**config.mk**
```make
export PLATFORM = sky130hd
export DESIGN_NAME = reg_counter_bank
export DESIGN_NICKNAME = d
export VERILOG_FILES = /design/src/rtl/reg_counter_bank.sv
export SDC_FILE = /design/constraint.sdc
export NUM_CORES = 1
export LEC_CHECK = 0
export ABC_AREA = 1
export BUFFER_PORTS_ARGS = -buffer_cell sky130_fd_sc_hd__buf_4
export CAP_MARGIN = 20
export CORE_MARGIN = 1.5
export CORE_UTILIZATION = 38
export DETAILED_ROUTE_END_ITERATION = 6
export HOLD_SLACK_MARGIN = 0.03
export MAX_ROUTING_LAYER = met4
export PLACE_DENSITY_LB_ADDON = 0.12
export SLEW_MARGIN = 20
export SYNTH_ARGS = -nofsm -noshare
export SYNTH_HDL_FRONTEND = slang
export SYNTH_SLANG_ARGS = --single-unit
```
**constraint.sdc**
```tcl
create_clock -name clk -period 6.8 [get_ports clk]
set_input_delay 1.02 -clock clk [delete_from_list [all_inputs] [get_ports clk]]
set_output_delay 1.02 -clock clk [all_outputs]
set_load 0.02 [all_outputs]
```
**src/rtl/reg_counter_bank.sv**
```systemverilog
// Bank of NUM_REGS counters driven by a 4-state control FSM: LOAD/INR/DCR take 2 cycles, DCRZ counts down to zero.
// A new operation is accepted only in IDLE; requests that arrive while busy are dropped.
module reg_counter_bank #(
   parameter int DATA_WIDTH = 8,
   parameter int NUM_REGS   = 4
) (
   input  logic                        clk,
   input  logic                        reset,
   input  logic                        op_valid_i,
   input  logic [1:0]                  op_i,
   input  logic [$clog2(NUM_REGS)-1:0] reg_sel_i,
   input  logic [DATA_WIDTH-1:0]       load_data_i,
   input  logic [$clog2(NUM_REGS)-1:0] rd_sel_i,
   output logic [DATA_WIDTH-1:0]       rd_data_o,
   output logic                        flag_zero_o,
   output logic                        flag_negative_o,
   output logic                        flag_carry_o,
   output logic                        busy_o,
   output logic                        instr_complete_o
);

   localparam int SEL_WIDTH = $clog2(NUM_REGS);

   localparam logic [1:0] OP_LOAD = 2'b00;
   localparam logic [1:0] OP_INR  = 2'b01;
   localparam logic [1:0] OP_DCR  = 2'b10;
   localparam logic [1:0] OP_DCRZ = 2'b11;

   localparam logic [DATA_WIDTH-1:0] ONE = {{(DATA_WIDTH-1){1'b0}}, 1'b1};

   typedef enum logic [1:0] {
      IDLE = 2'b00,
      EXEC = 2'b01,
      LOOP = 2'b10,
      DONE = 2'b11
   } state_t;

   state_t                 state;
   state_t                 state_nxt;

   logic [1:0]             op_q;
   logic [SEL_WIDTH-1:0]   sel_q;
   logic [DATA_WIDTH-1:0]  data_q;

   logic [DATA_WIDTH-1:0]  regs [NUM_REGS];
   logic [DATA_WIDTH-1:0]  cur_val;
   logic [DATA_WIDTH:0]    inc_full;
   logic [DATA_WIDTH-1:0]  dec_val;

   logic                   accept;
   logic                   wr_en;
   logic [DATA_WIDTH-1:0]  wr_val;
   logic                   zero_nxt;
   logic                   neg_nxt;
   logic                   carry_nxt;

   assign cur_val  = regs[sel_q];
   assign inc_full = {1'b0, cur_val} + {{DATA_WIDTH{1'b0}}, 1'b1};
   assign dec_val  = cur_val - ONE;
   assign accept   = (state == IDLE) && op_valid_i;

   always_comb begin
      state_nxt = state;
      wr_en     = 1'b0;
      wr_val    = cur_val;
      carry_nxt = 1'b0;

      case (state)
         IDLE: begin
            if (op_valid_i) state_nxt = EXEC;
         end
         EXEC: begin
            wr_en     = 1'b1;
            state_nxt = DONE;
            case (op_q)
               OP_LOAD: wr_val = data_q;
               OP_INR: begin
                  wr_val    = inc_full[DATA_WIDTH-1:0];
                  carry_nxt = inc_full[DATA_WIDTH];
               end
               OP_DCR: begin
                  wr_val    = dec_val;
                  carry_nxt = (cur_val == '0);
               end
               default: begin
                  // DCRZ on zero holds the register and finishes immediately
                  if (cur_val != '0) begin
                     wr_val    = dec_val;
                     state_nxt = (dec_val == '0) ? DONE : LOOP;
                  end
               end
            endcase
         end
         LOOP: begin
            wr_en     = 1'b1;
            wr_val    = dec_val;
            state_nxt = (dec_val == '0) ? DONE : LOOP;
         end
         DONE: begin
            state_nxt = IDLE;
         end
         default: begin
            state_nxt = IDLE;
         end
      endcase

      zero_nxt = (wr_val == '0);
      neg_nxt  = wr_val[DATA_WIDTH-1];
   end

   always_ff @(posedge clk) begin
      if (reset) begin
         state           <= IDLE;
         op_q            <= OP_LOAD;
         sel_q           <= '0;
         data_q          <= '0;
         flag_zero_o     <= 1'b0;
         flag_negative_o <= 1'b0;
         flag_carry_o    <= 1'b0;
         for (int i = 0; i < NUM_REGS; i++) begin
            regs[i] <= '0;
         end
      end else begin
         state <= state_nxt;
         if (accept) begin
            op_q  <= op_i;
            sel_q <= reg_sel_i;
            if (op_i == OP_LOAD) data_q <= load_data_i;
         end
         if (wr_en) begin
            regs[sel_q]     <= wr_val;
            flag_zero_o     <= zero_nxt;
            flag_negative_o <= neg_nxt;
            flag_carry_o    <= carry_nxt;
         end
      end
   end

   assign rd_data_o        = regs[rd_sel_i];
   assign busy_o           = (state != IDLE);
   assign instr_complete_o = (state == DONE);

endmodule

```
; ---- After elaboration in Yosys (flattened, before gate mapping)
; Memories as Yosys holds them, arrays and structs flattened. A register that Yosys moved wholly into a read port is not among the register bits.
; Index checks and enable logic that the tools add are counted.
[op_classes]
addsub = 2
eq_ne = 6
mux = 21
reduce_logical = 13
[op_table]
columns = operator, n
row1 = $logic_not 8->1, 3
row2 = $pmux 8 s3, 1
row3 = $mux 8, 2
row4 = $pmux 8 s2, 1
row5 = $mux 1, 11
row6 = $add 8x1->9 const B, 1
row7 = $mux 2, 4
row8 = $pmux 2 s4, 1
row9 = $reduce_bool 8->1, 1
row10 = $reduce_or 8->1, 1
row11 = $sub 8x1->8 const B, 1
row12 = $eq 2x2->1 const B, 3
row13 = $logic_not 2->1, 3
row14 = $eq 2x1->1 const B, 2
row15 = $reduce_or 3->1, 1
row16 = $ne 2x2->1 const B, 1
row17 = $pmux 1 s2, 1
row18 = $reduce_and 2->1, 1
row19 = $reduce_bool 2->1, 1
row20 = $reduce_or 2->1, 1
row21 = $logic_and 1x1->1, 1
[totals]
regBits = 17
ramBits = 32
input_bits = 17
out_inout_bits = 13
memories = 1
[memory_table]
columns = name, words, width, rd, rd_ports_with_merged_regs, write_ports, line_no
row1 = regs, 4, 8, 2, 1, 4, 45  ; logic [DATA_WIDTH-1:0] regs [NUM_REGS];

; ---- Longest topological paths before layout
; Gate-level depths: netlist of the first run.
[depth]
ltp_word = 8
mapped_depth = 20
ltp_nobuf = 18

; ---- Least setup slack after synthesis of the first run
; OpenSTA, ideal clock, no wires.
[synth_path]
kind = input to output
start = input rd_sel_i[0]
end = output rd_data_o[5]
arrival_ns = 1.846
t_required_ns = 5.780
setup_slack_ns = 3.934
stages = 4
path_buffers = 1
cell_sequence = inv_1 clkbuf_1 o21ai_0 o22ai_1
[synth_between]
elab_chain_len = 1
[synth_lines]
columns = item, line_no
row1 = "start, declared", 13  ; input logic [$clog2(NUM_REGS)-1:0] rd_sel_i,
row2 = $mem_v2 4x8, -
row3 = "end, declared", 14  ; output logic [DATA_WIDTH-1:0] rd_data_o,
; No other way between the ends.

; ---- Worst setup path in the final report of the first run
[layout_path]
start = input rd_sel_i[0]
end = output rd_data_o[1]
; Same word-level chain as after synthesis.

==> summary.md, run 1 <==
The flow ran to the end, and the final reports show no timing, DRC or antenna violations. The logs give 0 for the total inserted antenna cells and 0 for the count of endpoints failing setup in the final report. Of the cells placed in the final design, the portion with a size suffix greater than 1 is 19.0%. The instance count after placement with tap cells included is 580, and the pin count of the biggest net entering global routing is 19. After technology mapping, the gate count stands at 454. The run gives 484 as the net count after synthesis. The initial utilization of the core area, before any placement, comes to 39.2%. The post-synthesis to final-layout area growth was 10.8%; the power density normalized to cell area was 403 mW/mm².

The worst hold path startpoint was flag_carry_o$_SDFFE_PP0N_. In the final timing run, aggregate negative setup slack is 0 ns. Setup repair after global routing left no endpoint under its margin. The number of hold violations in the final report is 0, and the number of nets at the end of the flow is 509. The number of buffers inserted by post-CTS setup repair was 0. The root buffer cell chosen for the clock tree is clkbuf_8. The worst setup path is captured at a primary output. TritonCTS built the clock tree. The logs give 0 for the final count of pins violating max slew and 0.31 ns for the clock insertion delay at the later pin of the skew report. The first global-routing pass estimated 14500 µm of wire. The initial detailed-routing violation count is 267, and the number of port buffers is 29. The clock passes through at most 2 buffers. For the total iterations of the first detailed-routing run, the log shows 5.

The run gives 7080 µm as the estimated wirelength of the detail-placed design. The slack of the worst reg-to-reg path was 3.88 ns; the critical path arrival was 1.99 ns. Subtracting the final worst setup slack from the clock period gives 3.01 ns. The H-tree was split into 2 levels.

After detailed routing, the number of remaining DRC violations is 0. The die is 97.8 µm tall. The number of CTS-inserted buffers is 5, and the number of cells on the worst reg-to-reg path is 14. The count of nets left with antenna violations after detail routing is 0, and the number of global-route vias before repair is 2860. The path type of the worst min-delay path is flip-flop to flip-flop. Row generation in the floorplan step produced 34 rows. The worst hold path cell count is 2, and the overall overflow remaining after global route is 0.

After detailed routing, the total wire length is 8910 µm. Post-synthesis cell area: 0.00342 mm². Yosys printed 0 warnings. Count of maximum capacitance violations: 0.

The die area is 0.00957 mm². The final critical path takes up 44.2% of the cycle. After clock tree synthesis, the clock-pin slew on the worst setup and hold paths is 0.11 ns. The startpoint class of the critical path was an input pin.

The tools report the endpoint with the worst hold slack as flag_carry_o$_SDFFE_PP0N_. The region available for standard cell placement spans 0.00872 mm². In this run the worst path has a maximum fanout of 17. The headroom to the max-slew limit was 48.9%. The worst setup path startpoint was rd_sel_i[0].

The top cell type by area accounts for 28.1% of the synthesized area. The clock arrives with 0.00982 ns of skew. The tools report the final instance count without filler cells as 588. Summing over every cut layer, the via total after detailed routing is 3068. The run gives 0.00166 µW as the leakage power. After synthesis, the cell types taking the most area are edfxtp_1 28%, nand2_1 11%, dfxtp_1 11%. From left edge to right edge, the die measures 97.8 µm. 30 I/O pins were placed. In this run the critical register-to-register path is captured at regs[1][5]$_SDFFCE_PN0P_.

The sequential-to-total area share from yosys stat is 39.2%, and the average wire per cell in the routed design is 15.1 µm. The top achievable clock speed is 0.333 GHz, and the count of distinct cell types in the synthesized netlist is 36. At the worst endpoint, the required time is 5.78 ns.

Buffers inserted to repair hold after CTS numbered 0. The synthesized design contains 51 register bits. The cell type with the highest aggregate area in the netlist is edfxtp_1. For the pin with the worst max-slew slack, the measured transition is 0.761 ns. Averaged over all synthesized cells, the footprint is 7.53 µm². In the routed layout, each cell is associated on average with a via count of 5.22. The number of gates resized after CTS was 0. By startpoint and endpoint, the worst setup path is classified as input pin to primary output. The number of antenna violations at the first check in global routing was 0.

The tools report the highest ir drop seen on vdd as 158 µV. The clock drives 51 sinks. Routability-driven placement finished with a final weighted congestion of 0.914. Global routing used 19.6% of the available tracks across all layers.
-- power by group --
part / total [µW] / switching [µW] / internal [µW]
sequential: 472 / 58.4 / 413
combinational: 865 / 598 / 267
clock: 189 / 115 / 74.7
-- metrics by stage --
| stage | hold WS, ns | power, µW | utilization (%) | worst slack (ns) | area (µm²) |
|---|---|---|---|---|---|
| after CTS | 0.467 | 1520 | 43.4 | 3.79 | 3790 |
| after global routing | 0.492 | 1650 | 43.4 | 3.57 | 3790 |
| after global placement | 0.446 | 1330 | 42.3 | 3.81 | 3690 |
| final | 0.466 | 1530 | 43.4 | 3.79 | 3790 |
| after detailed placement | 0.448 | 1330 | 42.4 | 3.80 | 3690 |
| after floorplan | 0.478 | 1110 | - | 3.93 | 3420 |
-- layer usage --
metal	share of wire, %	vias to the layer above	global-route usage (%)
met5	0	-	-
met4	2.8	0	7.47
met3	5.3	20	2.79
met2	45	95	30.0
met1	47	1412	26.4
li1	-	1541	-
-- cell usage after synthesis --
master	number
a21boi_4	1
a21oi_1	15
a221oi_1	1
and2_4	1
buf_12	1
buf_2	1
buf_4	2
buf_6	2
clkbuf_1	4
clkbuf_2	1
dfxtp_1	19
edfxtp_1	32
ha_1	13
inv_1	32
inv_2	4
inv_6	1
nand2_1	104
nand2_2	19
nand2_4	6
nand3_1	33
nand3_2	11
nand3b_1	1
nand4_1	2
nor2_1	81
nor2_2	7
nor2_8	1
nor3_1	5
nor4_1	1
o211ai_2	1
o21ai_0	36
o21ai_1	4
o22ai_1	8
o32ai_1	1
xnor2_1	1
xnor2_2	1
xor2_1	1
-- logic make-up after synthesis --
logic type | Yosys count | synth area share, %
simple gates | 272 | 37.4
fa+ha+maj | 13 | 4.76
compound gates | 67 | 10.9
buf+inv | 48 | 6.62
flops | 51 | 39.2
xor+xnor | 3 | 0.989
-- worst max-delay path, stage by stage --
cell and delay, ns:
buf_4 0.17, inv_1 0.33, o21ai_0 0.13, o22ai_1 0.16
buf_4 0.17
-- final cells by class --
class | count | area, µm²
tap | 108 | 135
multi-input combinational | 355 | 1860
clock buffer | 5 | 68.8
clock inverter | 3 | 23.8
timing repair buffer | 29 | 218
fill | 874 | 4930
inverter | 37 | 144
sequential | 51 | 1340
-- how the worst max path moves through the flow --
stage | end | slack (ns) | depth (start not counted)
2_1_floorplan | rd_data_o[5] | 3.93 | 4
3_3_place_gp | rd_data_o[6] | 3.81 | 5
3_5_place_dp | rd_data_o[1] | 3.80 | 5
4_1_cts | rd_data_o[6] | 3.79 | 5
5_1_grt | flag_zero_o$_SDFFE_PP0N_ | 3.57 | 12
6_report | rd_data_o[1] | 3.79 | 5
-- cells in the final DEF, fill, tap and decap left out, types with 2 or more instances in the layout --
cell type,count
inv_2,4
o21ai_1,4
nor2_2,7
nor2_1,81
buf_4,29
a21oi_1,15
clkbuf_8,5
nand3_1,33
o21ai_0,36
dfxtp_1,19
edfxtp_1,32
ha_1,13
nand2_4,6
nand4_1,2
o22ai_1,8
nand2_1,104
nand2_2,19
nand3_2,11
inv_1,32
nor3_1,4
-- state kept, by name, summed over array words and instances, names as in the netlist, named ones only --
| name | flops |
|---|---|
| data_q | 8 |
| flag_carry_o | 1 |
| flag_negative_o | 1 |
| flag_zero_o | 1 |
| op_q | 2 |
| regs | 32 |
| sel_q | 2 |
| state | 2 |
Power figures use the tool's default switching activity.
==> inputs of run 2 (changes only) <==
--- a/config.mk
+++ b/config.mk
@@ -5,7 +5,7 @@
 export SDC_FILE = /design/constraint.sdc
 export NUM_CORES = 1
 export LEC_CHECK = 0
-export ABC_AREA = 1
+export ABC_AREA = 0
 export BUFFER_PORTS_ARGS = -buffer_cell sky130_fd_sc_hd__buf_4
 export CAP_MARGIN = 20
 export CORE_MARGIN = 1.5
==> constraint.sdc (replaced) <==
create_clock -name clk -period 2.98 [get_ports clk]
set_input_delay 0.447 -clock clk [delete_from_list [all_inputs] [get_ports clk]]
set_output_delay 0.447 -clock clk [all_outputs]
set_load 0.02 [all_outputs]
==> summary.md, run 2 <==
The run finished with clean final reports. The tools report the first-pass GRT wire length as 13600 µm. STA classifies the critical path startpoint as a flip-flop. The endpoint with the worst hold slack was data_q[1]$_SDFFE_PP0P_. TritonCTS built the clock tree. Synthesized netlist cell count: 311.

The worst path meets setup with 0.122 ns of slack. The die height came out at 95.0 µm. The run gives 0 as the final count of pins violating max slew. The final weighted congestion of routability-driven global placement is 0.941, and the number of enable-type register cells in the synthesized netlist is 32. The critical path contains buffers and inverters numbering 2 combined. Across the run, the number of max-cap violations was 0.

Row generation in the floorplan step produced 33 rows. The number of antenna violations at the first check in global routing is 0, and the area of the core is 0.00822 mm². For this design, the slowest cell found on the critical path is mux4_2. 30 I/O pins were placed. The cell area after placement is 0.00360 mm².

The number of cells on the worst reg-to-reg path is 9, and the post-synthesis to final-layout area growth is 16.1%. The horizontal die dimension was 95.0 µm. The cell type with the highest aggregate area in the netlist is edfxtp_1.

The family with the most delay on the worst path was compound AO/OA/AOI/OAI gates. The library cells used most frequently in the layout, excluding fill and tap cells, are 47 x buf_4, 42 x nor2_1, 32 x edfxtp_1. Along the worst hold path, the cell count comes to 3. The slew at the pin closest to its max-slew limit is 0.610 ns. The flip-flop and latch count after synthesis was 51.

The critical path endpoint category was a flip-flop. Once layout is done, the placed cells without fillers occupy 0.00373 mm². After layout, the minimum clock period comes to 2.86 ns. Clock-pin slew was measured on the worst setup and hold paths at 0.10 ns. The tree is rooted in a clkbuf_8. In this run the power density over the cells is 889 mW/mm². The final route contains 2593 vias.

The worst register-to-register path ends at flag_zero_o$_SDFFE_PP0N_. The class of the most critical setup path is flip-flop to flip-flop. Summing internal, switching and leakage power gives 3320 µW. The library cell with the highest instance count after synthesis was nor2_1. Across the routed clock network, the largest skew measured is 0.0112 ns.

By area the synthesized netlist is led by edfxtp_1 30%, dfxtp_1 12%, mux4_2 9.8%. The maximum count of clock buffers along a single path is 2, and the required arrival time at the worst endpoint is 3.19 ns. For the sequential-to-total area share from yosys stat, the log shows 41.7%. The HPWL after detailed placement is 6160 µm. The logs give 29.7% for the sequential cell fraction of total power and 39.2% for the initial cell density of the core. The Yosys step of the flow raised 0 warnings.

For this run, asynchronously set or reset flops after synthesis account for 0%. The instance count after placement with tap cells included is 442. Fraction of final layout cells sized beyond drive strength 1: 25.7%. After detailed routing, the number of remaining DRC violations is 0. The count of distinct cell types in the synthesized netlist was 57. The cell repeated most along the worst path is buf_4. For this design the static power due to leakage is 0.00138 µW. Hold repair after CTS inserted 0 buffers. The count of endpoints failing setup in the final report was 0; the initial detailed-routing violation count was 179. Pin count of the biggest net entering global routing: 23.

The first detailed-routing pass ran for 5 iterations. The register with the most flip-flops in the layout has 32 of them. In this run the cell area of the synthesized design comes to 0.00322 mm².

The tightest min-delay check is of the input pin to flip-flop type. Commonest non-fill, non-tap cell in the layout: buf_4. The most flop-heavy register is regs. Timing would allow up to 0.350 GHz.

The clock tree synthesis step divided the H-tree into 2 levels. The delay of the slowest cell on the worst path was 0.52 ns; the worst setup timing slack at the placement stage was 0.132 ns. The average wire per cell in the routed design came out at 18.8 µm.

Traced cell by cell, the critical path runs through buf_4 -> mux4_2 -> buf_4 -> nor3_2 -> xor2_2 -> nand3_1 -> a32oi_1 -> a2111oi_2 -> a31o_1. The tools report the number of hold violations in the final report as 0. The die area came out at 0.00903 mm². The net count after synthesis was 341.

In the final layout, the registers with the most flip-flops are regs: 32 flops, data_q: 8 flops. Combinational logic is responsible for 57.9% of the overall power. The analysis attributes to net switching a power of 1520 µW. The tools report the clock sink count as 51. After detailed routing, the total wire length is 8500 µm. Cell internal power was estimated by the tool at 1800 µW.

In the finished design, the share of the clock period the worst path needs comes to 95.9%. STA puts the critical path data arrival time at 3.07 ns. The total overflow left after global routing is 0. The largest fanout on the critical path was 8.

Worst hold path startpoint: load_data_i[1]. The slack of the worst reg-to-reg path is 0.12 ns. The worst pin sits at a relative slew slack of 59.3%.

The run gives 0 as the count of nets left with antenna violations after detail routing. After synthesis, the most frequently instantiated cells are 43 x nor2_1, 32 x edfxtp_1, 24 x nand2_1. The number of global-route vias before repair is 2581, and the number of port buffers is 29.

The number of CTS-inserted buffers is 5, and the average footprint of a synthesized cell is 10.3 µm². The clock network burns 12.4% of the power. For the clock insertion delay at the later pin of the skew report, the log shows 0.31 ns.

The highest ir drop seen on vdd came out at 501 µV. Net switching is 45.8% of the power. In the final design database the tool counted 375 nets. The via-per-instance ratio was 5.75; the area share of the leading cell type in the synthesized netlist was 29.9%. The number of antenna diodes in the final layout is 0.

In the global route stage, overall resource usage came out at 20.8%. Once layout is complete, the cells apart from fillers number 451. The most used flip-flop cell after synthesis is edfxtp_1.
-- run 2: cell count changes after synthesis, sizes merged, moves of 7 or more --
cell	change
mux4	+16
o22ai	-8
nand2b	+9
inv	-23
o21ai	-31
a31oi	+7
nor2	-46
nand2	-104
nand3	-30
mux2i	+10
clkbuf	+7
-- run 2: how the worst max path moves through the flow --
stage	depth (start not counted)	from	endpoint
finish	9	flip-flop	flag_zero_o$_SDFFE_PP0N_
global route	11	flip-flop	flag_zero_o$_SDFFE_PP0N_
CTS	11	flip-flop	flag_zero_o$_SDFFE_PP0N_
detailed placement	9	flip-flop	flag_zero_o$_SDFFE_PP0N_
global placement	9	flip-flop	flag_zero_o$_SDFFE_PP0N_
floorplan	10	flip-flop	flag_zero_o$_SDFFE_PP0N_
-- run 2: worst min-delay path, stage by stage --
cell and delay, ns:
buf_4 0.07, mux2i_1 0.05, nor2_1 0.07
-- run 2: power groups by stage --
stage,clock [µW],sequential (µW),combinational [µW]
final,411,985,1920
after global routing,450,999,2100
after CTS,424,983,1840
after detailed placement,0,998,1830
after global placement,0,996,1830
after floorplan,0,968,1280
-- run 2: per-stage QoR --
stage               utilization [%]  hold slack [ns]  setup TNS (ns)
global placement               43.8            0.465               0
detailed placement             43.8            0.470               0
global route                   45.4            0.371         -0.0292
finish                         45.4            0.365               0
floorplan                         -            0.460               0
CTS                            44.8            0.365               0
-- run 2: final cells by class --
type / count / area (µm²)
fill: 798 / 4480
tap: 105 / 131
multi-input combinational: 226 / 1770
sequential: 51 / 1340
inverter: 14 / 52.6
clock inverter: 2 / 12.5
timing repair buffer: 47 / 353
clock buffer: 6 / 72.6
-- run 2: cells by family after synthesis --
family                     after synthesis  synth area share, %
and+or+nand+nor                        116                 18.3
muxes                                   26                 14.5
DFF                                     51                 41.7
xor gates and xnor gates                 9                 2.45
adders and majority gates               13                 5.06
buffers and inverters                   34                 4.63
AOI/OAI and AO/OA                       62                 13.3
-- run 2: what timing repair did --
| item | in CTS | in global routing |
|---|---|---|
| endpoints found under the setup margin | 0 | 12 |
| setup buffers | 0 | 1 |
| resized for setup | 0 | 8 |
-- run 2: layer usage --
metal | part of all wire, % | vias to the layer above | GRT usage, %
met4 | 2.6 | 0 | 7.71
li1 | - | 1208 | -
met1 | 47 | 1275 | 27.9
met2 | 45 | 90 | 31.5
met5 | 0 | - | -
met3 | 4.7 | 20 | 3.46
==> inputs of run 3 (changes only) <==
--- a/config.mk
+++ b/config.mk
@@ -8,6 +8,8 @@
 export ABC_AREA = 0
 export BUFFER_PORTS_ARGS = -buffer_cell sky130_fd_sc_hd__buf_4
 export CAP_MARGIN = 20
+export CELL_PAD_IN_SITES_DETAIL_PLACEMENT = 1
+export CELL_PAD_IN_SITES_GLOBAL_PLACEMENT = 1
 export CORE_MARGIN = 1.5
 export CORE_UTILIZATION = 38
 export DETAILED_ROUTE_END_ITERATION = 6
==> summary.md, run 3 (synthesis gave the netlist of run 2 again) <==
The path type of the worst min-delay path was input pin to flip-flop. The headroom to the max-slew limit is 52.4%, and the final worst-path cycle share is 95.3%. The finished cells cover 0.00377 mm². The slew at the pin closest to its max-slew limit is 0.715 ns. The run finished with clean final reports. The initial cell density of the core was 39.2%. The top achievable clock speed came out at 0.352 GHz. The logs give 149 for the initial detailed-routing violation count and 0 for the post-route DRC violation count. The number of antenna violations at the first check in global routing is 0.

Across the routed clock network, the largest skew measured is 0.00657 ns. The die height works out to 95.0 µm. Broken down by cell family, the worst path's largest delay share belongs to compound AO/OA/AOI/OAI gates. The power density normalized to cell area is 935 mW/mm². After detailed routing, the total wire length is 8740 µm.

The tools report the worst setup timing slack at the placement stage as 0.0937 ns. The post-synthesis to final-layout area growth was 17.1%; the final count of pins violating max slew was 0. The routed design could run at a clock period as short as 2.84 ns.

At the worst endpoint, the required time is 3.03 ns. Setup violations remaining at the end of the flow were counted as 0. In the layout the commonest cells are 44 x buf_4, 42 x nor2_1, 32 x edfxtp_1. The first global-routing pass estimated 13900 µm of wire. Across all layers, the routed design uses 2556 vias. The die covers 0.00903 mm². The floorplan has 33 rows.

Counting flops per register, the top entry is regs. The delay of the slowest cell on the worst path is 0.53 ns. The clock sink count came out at 51. Setup repair after global routing left no endpoint under its margin. Worst setup slack after layout: 0.139 ns. After clock tree synthesis, the clock-pin slew on the worst setup and hold paths is 0.11 ns.

The post-layout total power came out at 3520 µW. For this design the top-level I/O count stands at 30. The count of buffers added on input and output ports is 29. At the worst endpoint, the arrival time is 2.90 ns. In this run the horizontal extent of the chip is 95.0 µm.

Detailed placement finished with a half-perimeter wire length of 6540 µm. Total inserted antenna cells: 0. The number of hold violations in the final report was 0.

The largest registers in the layout are regs: 32 flops, data_q: 8 flops. Setup total negative slack on the finished layout was measured at 0 ns. The final weighted congestion of routability-driven global placement was 0.851; the via-per-instance ratio was 5.69. TritonCTS built the clock tree.

Entering global routing, the biggest net connects 23 pins. The cell area after placement was 0.00359 mm². The number of global-route vias before repair was 2543.

The slowest stage cell on the critical path was mux4_2. The flip-flop count of the largest register, all copies and words added came out at 32. After detailed routing, the average wire length per cell comes to 19.5 µm.

The commonest non-fill, non-tap cell in the layout was buf_4. In this run the clock root is driven by a clkbuf_8. For this run, the detailed router's first-pass iteration total came to 5.

The H-tree depth is 2. Traced cell by cell, the critical path runs through buf_12 -> mux4_2 -> buf_4 -> ha_1 -> nand2_1 -> nor2_1 -> xnor2_1 -> a221oi_1 -> o21a_1 -> a21oi_1. Max-cap violations in this run came to 0.

VDD sags by at most 419 µV. The fraction of final layout cells sized beyond drive strength 1 was 25.0%; the overall overflow remaining after global route was 0. The class of the most critical setup path is flip-flop to flip-flop. After clock tree synthesis, the flow added hold-fix buffers numbering 0. No sink is reached through more buffers than the 2 on the longest clock path. The largest fanout on the critical path was 8; the area of the core was 0.00822 mm². In this run the register-to-register setup slack is 0.14 ns.

The clock insertion delay at the later pin of the skew report is 0.32 ns. For this design the static power due to leakage is 0.00139 µW. In the global route stage, overall resource usage came out at 21.3%.

Startpoint class of the critical path: a flip-flop. The combined buffer and inverter count along the critical path works out to 2. In this run the remaining antenna-violating nets after routing total 0. Critical path endpoint category: a flip-flop.

The logs give 373 for the number of nets at the end of the flow and 5 for the number of CTS-inserted buffers.
==> run 3: where the power goes <==
part,internal (µW),switching [µW]
clock,341,271
combinational,736,1190
sequential,903,76.2
total,1980,1540
==> run 3: area by class of cell <==
class                   count  area (µm²)
fillers                   911        4450
inverters                  14        52.6
repair buffers             45         350
well taps                 105         131
flip-flops and latches     51        1340
clock buffers               5        68.8
clock inverters             3        71.3
multi-input cells         226        1750
==> run 3: repair_timing <==
item	4_1_cts	5_1_grt
endpoints found under the setup margin	0	5
setup buffers	0	1
resized for setup	0	5
==> run 3: path summary, 6_finish.rpt <==
check | startpoint | endpoint | cells past startpoint
max | flip-flop | regs[0][6]$_SDFFCE_PN0P_ | 10
min | load_data_i[5] | data_q[5]$_SDFFE_PP0P_ | 3
max reg2reg | flip-flop | regs[0][6]$_SDFFCE_PN0P_ | 10
min reg2reg | flag_carry_o$_SDFFE_PP0N_ | flag_carry_o$_SDFFE_PP0N_ | 2
==> run 3: tightest hold or removal path, stage by stage <==
cell	delay, ns
buf_4	0.07
mux2i_1	0.05
nor2_1	0.07
==> run 3: layer usage <==
metal / track usage (%) / wire length (µm) / up-vias
met4: 4.23 / 78 / 0
li1: - / - / 1211
met3: 2.90 / 332 / 11
met2: 34.6 / 4230 / 58
met5: - / 0 / -
met1: 28.6 / 4100 / 1276
==> run 3: through the flow <==
| step | std cells | hold WS (ns) | utilization [%] |
|---|---|---|---|
| after detailed placement | 440 | 0.462 | 43.7 |
| after floorplan | 311 | 0.460 | - |
| after global routing | 449 | 0.373 | 45.9 |
| after CTS | 448 | 0.357 | 45.5 |
| after global placement | 440 | 0.467 | 43.7 |
| final | 449 | 0.358 | 45.9 |
